`config.mk`:
```
export PLATFORM = sky130hd
export DESIGN_NAME = apb_bif_bridge
export DESIGN_NICKNAME = d
export VERILOG_FILES = /design/src/rtl/apb_bif_bridge.sv
export SDC_FILE = /design/constraint.sdc
export NUM_CORES = 1
export LEC_CHECK = 0
export ABC_AREA = 1
export CORE_AREA = 4 4 101 103
export CTS_BUF_LIST = sky130_fd_sc_hd__clkbuf_8
export CTS_CLUSTER_DIAMETER = 150
export DETAILED_ROUTE_END_ITERATION = 10
export DIE_AREA = 0 0 105 107
export GPL_TIMING_DRIVEN = 0
export PLACE_DENSITY_LB_ADDON = 0.25
export SLEW_MARGIN = 20
export SYNTH_ARGS = -nofsm -noshare
export SYNTH_HDL_FRONTEND = slang
export SYNTH_SLANG_ARGS = --single-unit
```
`constraint.sdc`:
```
create_clock -name clk -period 2.4 [get_ports clk]
set_clock_uncertainty 0.05 [all_clocks]
set_input_delay 0.24 -clock clk [delete_from_list [all_inputs] [get_ports clk]]
set_output_delay 0.24 -clock clk [all_outputs]
set_load 0.02 [all_outputs]
```
`src/rtl/apb_bif_bridge.sv`:
```
// APB3 slave to bif-bus master bridge: one bif strobe per APB transfer, address-window
// check on bif_sel, and a bounded wait for read data that completes with an error on timeout.
module apb_bif_bridge #(
  parameter int unsigned AWID      = 16,
  parameter int unsigned DWID      = 32,
  parameter int unsigned BASE_ADDR = 0,
  parameter int unsigned WIN_SIZE  = 'h100,
  parameter int unsigned TIMEOUT   = 15,
  parameter bit          ERR_EN    = 1'b1
) (
  input  logic            clk,
  input  logic            rst_n,
  input  logic            psel,
  input  logic            penable,
  input  logic            pwrite,
  input  logic [AWID-1:0] paddr,
  input  logic [DWID-1:0] pwdata,
  output logic [DWID-1:0] prdata,
  output logic            pready,
  output logic            pslverr,
  output logic [AWID-1:0] bif_addr,
  output logic            bif_sel,
  output logic            bif_wr_ev,
  output logic            bif_rd_ev,
  output logic [DWID-1:0] bif_wr_dat,
  input  logic [DWID-1:0] bif_rd_dat,
  input  logic            bif_rd_vld_ev
);

  localparam int unsigned   CW      = $clog2(TIMEOUT + 1);
  localparam logic [AWID:0] WIN_LO  = (AWID+1)'(BASE_ADDR);
  localparam logic [AWID:0] WIN_SZ  = (AWID+1)'(WIN_SIZE);
  localparam logic [CW-1:0] CNT_MAX = CW'(TIMEOUT);

  typedef enum logic [1:0] {IDLE, ACC, RWAIT, RESP} state_t;

  state_t          state, next_state;
  logic            lat_write, lat_win;
  logic [CW-1:0]   cnt;
  logic [AWID:0]   offset;
  logic            in_win_now, setup;
  logic            wr_ev_d, rd_ev_d, pready_d, pslverr_d;
  logic [DWID-1:0] prdata_d;

  // Offset from the window base; the extra MSB is the borrow when paddr < BASE_ADDR.
  assign offset     = {1'b0, paddr} - WIN_LO;
  assign in_win_now = !offset[AWID] && (offset < WIN_SZ);
  assign setup      = psel && !penable;

  // NOTE: sequential state uses non-blocking (<=) so every register samples pre-edge values.
  always_ff @(posedge clk or negedge rst_n) begin
    if (!rst_n) state <= IDLE;
    else        state <= next_state;
  end

  // NOTE: every always_comb output gets a default first so no path can infer a latch.
  always_comb begin
    next_state = state;
    unique case (state)
      IDLE:    if (setup) next_state = ACC;
      ACC: begin
        if (!psel)                      next_state = IDLE;
        else if (!lat_write && lat_win) next_state = RWAIT;
        else                            next_state = RESP;
      end
      RWAIT: begin
        if (!psel)                                   next_state = IDLE;
        else if (bif_rd_vld_ev || (cnt == CNT_MAX))  next_state = RESP;
      end
      RESP:    next_state = IDLE;
      default: next_state = IDLE;
    endcase
  end

  // Register inputs for the outputs; vld has priority over a simultaneous timeout.
  always_comb begin
    wr_ev_d   = 1'b0;
    rd_ev_d   = 1'b0;
    pready_d  = 1'b0;
    prdata_d  = prdata;
    pslverr_d = pslverr;
    if (state == IDLE && next_state == ACC) begin
      wr_ev_d   = pwrite && in_win_now;
      rd_ev_d   = !pwrite && in_win_now;
      prdata_d  = '0;
      pslverr_d = 1'b0;
    end
    if (next_state == RESP) begin
      pready_d = 1'b1;
      if (state == RWAIT && bif_rd_vld_ev) begin
        prdata_d  = bif_rd_dat;
        pslverr_d = 1'b0;
      end else if (state == ACC && lat_write && lat_win) begin
        pslverr_d = 1'b0;
      end else begin
        prdata_d  = '0;
        pslverr_d = ERR_EN;
      end
    end
  end

  always_ff @(posedge clk or negedge rst_n) begin
    if (!rst_n) begin
      prdata     <= '0;
      pready     <= 1'b0;
      pslverr    <= 1'b0;
      bif_addr   <= '0;
      bif_sel    <= 1'b0;
      bif_wr_ev  <= 1'b0;
      bif_rd_ev  <= 1'b0;
      bif_wr_dat <= '0;
      lat_write  <= 1'b0;
      lat_win    <= 1'b0;
      cnt        <= '0;
    end else begin
      prdata    <= prdata_d;
      pready    <= pready_d;
      pslverr   <= pslverr_d;
      bif_wr_ev <= wr_ev_d;
      bif_rd_ev <= rd_ev_d;
      if (state == IDLE && setup) begin
        bif_addr   <= paddr;
        bif_wr_dat <= pwdata;
        bif_sel    <= in_win_now;
        lat_write  <= pwrite;
        lat_win    <= in_win_now;
      end
      if (state == ACC)                                 cnt <= '0;
      else if (state == RWAIT && next_state == RWAIT)   cnt <= cnt + 1'b1;
    end
  end

endmodule

```
-- Word-level counts from Yosys, hierarchy flattened
Index checks and enable logic that the tools add are counted.
- $add $sub $neg: 1
- muxes and demuxes: 19
- $lt $le $gt $ge: 1
- reduce and logical (&&, ||, !) cells: 17
- equal/unequal tests: 7
- operators with widths (cell ; number):
    32-bit two-way mux ; 4
    16-bit by 9-bit < comparator with 1-bit output, second input constant ; 1
    1-bit logical AND ; 10
    2-bit equality test, second input constant ; 4
    1-bit two-way mux ; 8
    2-bit two-way mux ; 4
    4-bit two-way mux ; 2
    2-bit case mux with 4 select lines ; 1
    4-bit by 1-bit adder with 4-bit output, second input constant ; 1
    2-bit by 1-bit equality test with 1-bit output, second input constant ; 2
    4-bit equality test, second input constant ; 1
    2-bit nonzero test ; 2
    1-bit zero test ; 3
    2-bit zero test ; 1
    1-bit logical OR ; 1
- logic and storage cells: 56
- flip-flop bits (word level): 92
- output and inout port bits: 85
- bits of input ports: 86

-- Depth between registers and ports, before layout
- depth in word-level cells: 11
- mapped depth: 9
- gate-level depth less buffers: 8

-- Worst setup path before layout
No wires, ideal clock.
- path kind: register to register
- start: reg cnt[0]
- end: reg prdata[10]
- data required time: 2.285 ns
- buffers on the path: 1
- stages on the path, launching flop included: 10
- arrival time: 1.343 ns
- clock period less this slack: 1.457 ns
- library setup time: 0.065 ns
- slack: 0.943 ns
- cell sequence: dfrtp_1 > ha_1 > nand3_1 > nand2_1 > nand2_2 > nand2_2 > a21oi_4 > buf_4 > nand2_1 > nand2_1
- longest elaborated chain between the ends: 11
- elaborated cells on any way between the ends: 12
- classes of those cells: 3 x eq/ne; 7 x mux; 2 x reduce/logical
- ends and longest elaborated chain (element ; line ; source):
    from (decl) ; 39 ; logic [CW-1:0] cnt;
    from (signal assigned) ; 129 ; else if (state == RWAIT && next_state == RWAIT) cnt <= cnt + 1'b1;
    4-bit equality test * ; 68 ; else if (bif_rd_vld_ev || (cnt == CNT_MAX)) next_state = RESP;
    1-bit logical OR * ; 68 ;
    2-bit two-way mux * ; 68 ;
    2-bit two-way mux * ; 67 ; if (!psel) next_state = IDLE;
    2-bit case mux with 4 select lines * ; 59 ; unique case (state)
    2-bit by 1-bit equality test with 1-bit output ; 82 ; if (state == IDLE && next_state == ACC) begin
    1-bit logical AND ; 82 ;
    32-bit two-way mux ; 82 ;
    32-bit two-way mux ; 93 ; end else if (state == ACC && lat_write && lat_win) begin
    32-bit two-way mux ; 90 ; if (state == RWAIT && bif_rd_vld_ev) begin
    32-bit two-way mux * ; 88 ; if (next_state == RESP) begin
    via prdata_d[10] ; 43 ; logic [DWID-1:0] prdata_d;
    to (signal assigned) ; 116 ; prdata <= prdata_d;
    to (decl) ; 18 ; output logic [DWID-1:0] prdata,
Mark *: on every way through the listed nets, which the timed path passes. The rest lies on a longest branch.
A chain may end at the register's enable or synchronous reset.

==> results.md <==
* Outcome: completed
* Starting DRT DRC Count at 98
* Ys Warns at 0
* CP endpoint: bif_sel
* Critical Path RT at 2110 ps
* Crit. path cell count at 1
* Setup violators final at 0
* Startpoint types: register
* Synth cell count leaders: nand2_1, dfrtp_1, nor2_1
* Async SR Flop Fraction at 100.0%
* DR WL/cell at 14.07 um
* Crit path DAT at 1380 ps
* Yosys reg bits at 92
* Die area at 0.01124 sq mm
* Layout cells sized above 1 at 6.734%
* Leak at 2.862 nW
* Vias post-DR at 3222
* Top-count cell post-synth: nand2_1
* Reg-to-reg endpoint: prdata[3]$_DFF_PN0_
* CP cell instances: clkdlybuf4s50_1
* Drt drc at 0
* P per Cell Area at 998.4 mW/mm^2
* Largest net degree at the start of global routing at 51
* Switching share of power at 35.32%
* Placer congestion estimate at 0.7471
* Worst vdd ir at 0.5605 mV
* Nets at 677
* Core Rows at 35
* Pint at 3.702 mW
* Antenna cells at 0
* GRT Total Usage at 17.99%
* Cts bufs inserted at 9
* Fillers at 791
* RSZ-0062 raised after global routing: no
* Worst hold margin at 329.4 ps
* Max Clock Freq at 0.5997 GHz
* Clk_lat worst skew at 340 ps
* Final instance area at 0.005732 sq mm
* Vias in the first global route at 3331
* Worst slew pin tran at 457.5 ps
* Setup Crit Path Kind: reg2out
* Post-layout util at 62.33%
* Pre-CTS setup slack at 495.8 ps
* Worst Hold Class: in2async
* Clock share of power at 20.4%
* Max cap viols at 0
* CP max-delay cell: clkdlybuf4s50_1
* CP Launch Point: lat_win$_DFFE_PN0P_
* Register area share after synthesis at 63.45%
* Die W at 105 um
* Starting Density at 39.46%
* Crit-path leading delay family: buffers and inverters
* Clk pin slew, worst setup/hold paths at 90 ps
* Detailed Place HPWL at 7427 um
* Placed Instance Area at 0.005498 sq mm
* Initial antenna violation count at 0
* Critical Path End Type: output port
* Clock root buffer: clkbuf_8
* Post-DR vias/cell at 4.570
* Reg power frac at 39.5%
* Syn Inst Count at 407
* Post-synth EDFFs at 0
* Worst r2r path cells at 9
* Average footprint of a synthesized cell at 8.915 sq um
* Clock buffer depth at 2
* First-pass GRT wire length at 16220 um
* Pre-antenna DRT Iters at 4
* Switching Power at 2.021 mW
* H-tree depth at 3
* Worst path max stage delay at 640 ps
* Top cells by area, synth: dfrtp_1, nand2_1, nand3_1
* TritonCTS Sinks at 92
* Flop2flop setup slack at 740 ps
* Design Power at 5.723 mW
* Core Box Area at 0.009196 sq mm
* Final Routed Wirelength at 9922 um
* Ys flop type: dfrtp_1
* TritonCTS clock tree: yes
* FF-to-FF Start: cnt[0]$_DFFE_PN0P_
* Buf+Inv Stages, Crit Path at 1
* Cts repair resizes at 0
* Setup ws final at 732.4 ps
* Period utilisation layout at 69.48%
* Slew margin rel. at 69.50%
* Congestion Overflow GR at 0
* Die Y at 107 um
* Share of the synthesized area in the top cell type at 63.45%
* # IOs at 171
* Port bufs at 170
* Syn Nets at 494
* Comb pwr share at 40.1%
* Slew Limit Fails at 0
* ANT nets after route at 0
* Fin crit period at 1668 ps
* Synth cell types at 24
* Synthesized area at 0.003628 sq mm
* Post-CTS setup buffer count at 0
* Peak fanout along the critical path at 4
* P&R area growth vs syn at 57.97%
* Cell taking the most area after synthesis: dfrtp_1
* Hold Fails Final Rpt at 0
[through the flow]
stage | setup TNS [ps] | instances
after floorplan | 0 | 407
after global placement | -213840 | 688
after detailed placement | 0 | 689
after CTS | 0 | 705
after global routing | 0 | 705
final | 0 | 705
[sequential cells by signal, summed over array words and instances (netlist names)]
name and flops:
bif_rd_ev 1, prdata 32, state 2, bif_addr 16, cnt 4, bif_wr_dat 32
lat_win 1, lat_write 1, pready 1, pslverr 1, bif_wr_ev 1
[how the worst min path moves through the flow]
stage                         from                 endpoint  slack, ps  depth (start not counted)
4_1_cts                      rst_n     prdata[11]$_DFF_PN0_        320                          2
3_3_place_gp   prdata[3]$_DFF_PN0_      prdata[3]$_DFF_PN0_        400                          2
3_5_place_dp                 rst_n     prdata[11]$_DFF_PN0_        130                          1
6_report                     rst_n     prdata[13]$_DFF_PN0_        330                          2
2_1_floorplan                rst_n  bif_addr[0]$_DFFE_PN0P_       -110                          0
5_1_grt                      rst_n     prdata[15]$_DFF_PN0_        360                          2
[kinds of logic (layout without fill, tap and decap cells)]
group / Yosys count / count (layout) / synth area share, %
and+or+nand+nor: 283 / 283 / 30.62
DFF: 92 / 92 / 63.45
buffers and inverters: 24 / 211 / 3.724
AOI/OAI and AO/OA: 5 / 5 / 1.379
xor gates and xnor gates: 2 / 2 / 0.4828
adders and majority gates: 1 / 1 / 0.3448
[power groups by stage]
stage | Clock, mW | Sequential [mW] | Combinational (mW)
final | 1.17 | 2.26 | 2.29
after global routing | 1.26 | 2.32 | 2.49
after CTS | 1.20 | 2.26 | 2.33
after detailed placement | 0 | 2.28 | 2.31
after global placement | 0 | 2.26 | 2.27
after floorplan | 0 | 2.76 | 0.591
[layout make-up]
| cell class | count | area [sq um] | area share (%) |
|---|---|---|---|
| plain buffers | 16 | 105.1 | 1.834 |
| multi-input cells | 291 | 1191 | 20.78 |
| clock inverters | 4 | 72.57 | 1.266 |
| repair buffers | 172 | 1740 | 30.36 |
| inverters | 8 | 30.03 | 0.5239 |
| clock buffers | 11 | 151.4 | 2.641 |
| flip-flops and latches | 92 | 2302 | 40.17 |
| well taps | 111 | 138.9 | 2.423 |
[layer usage]
layer	track usage, %	wire (um)	up-vias
met4	5.623	131	0
met2	29.01	4494	140
li1	-	-	1598
met3	7.706	1116	10
met1	21.92	4179	1474
met5	0	0	-
[cell usage in the layout, fill, tap and decap left out, types with 2 or more instances in the layout]
cell type	netlist	final
nor2_1	12	12
clkdlybuf4s50_1	0	169
buf_6	3	4
inv_2	3	3
buf_4	5	5
nand2_2	4	4
o21ai_0	2	2
nand2_1	252	252
clkbuf_1	2	2
inv_1	5	5
nand3_1	9	9
buf_1	3	3
bufinv_16	0	2
buf_2	3	3
clkbuf_8	0	11
nor2_4	2	2
dfrtp_1	92	92
[timing repair]
item	CTS	global route
hold buffers	1	0
endpoints found under the setup margin	0	0
hold endpoints to repair	42	0
Note: power is estimated with default switching activity, not from simulation.
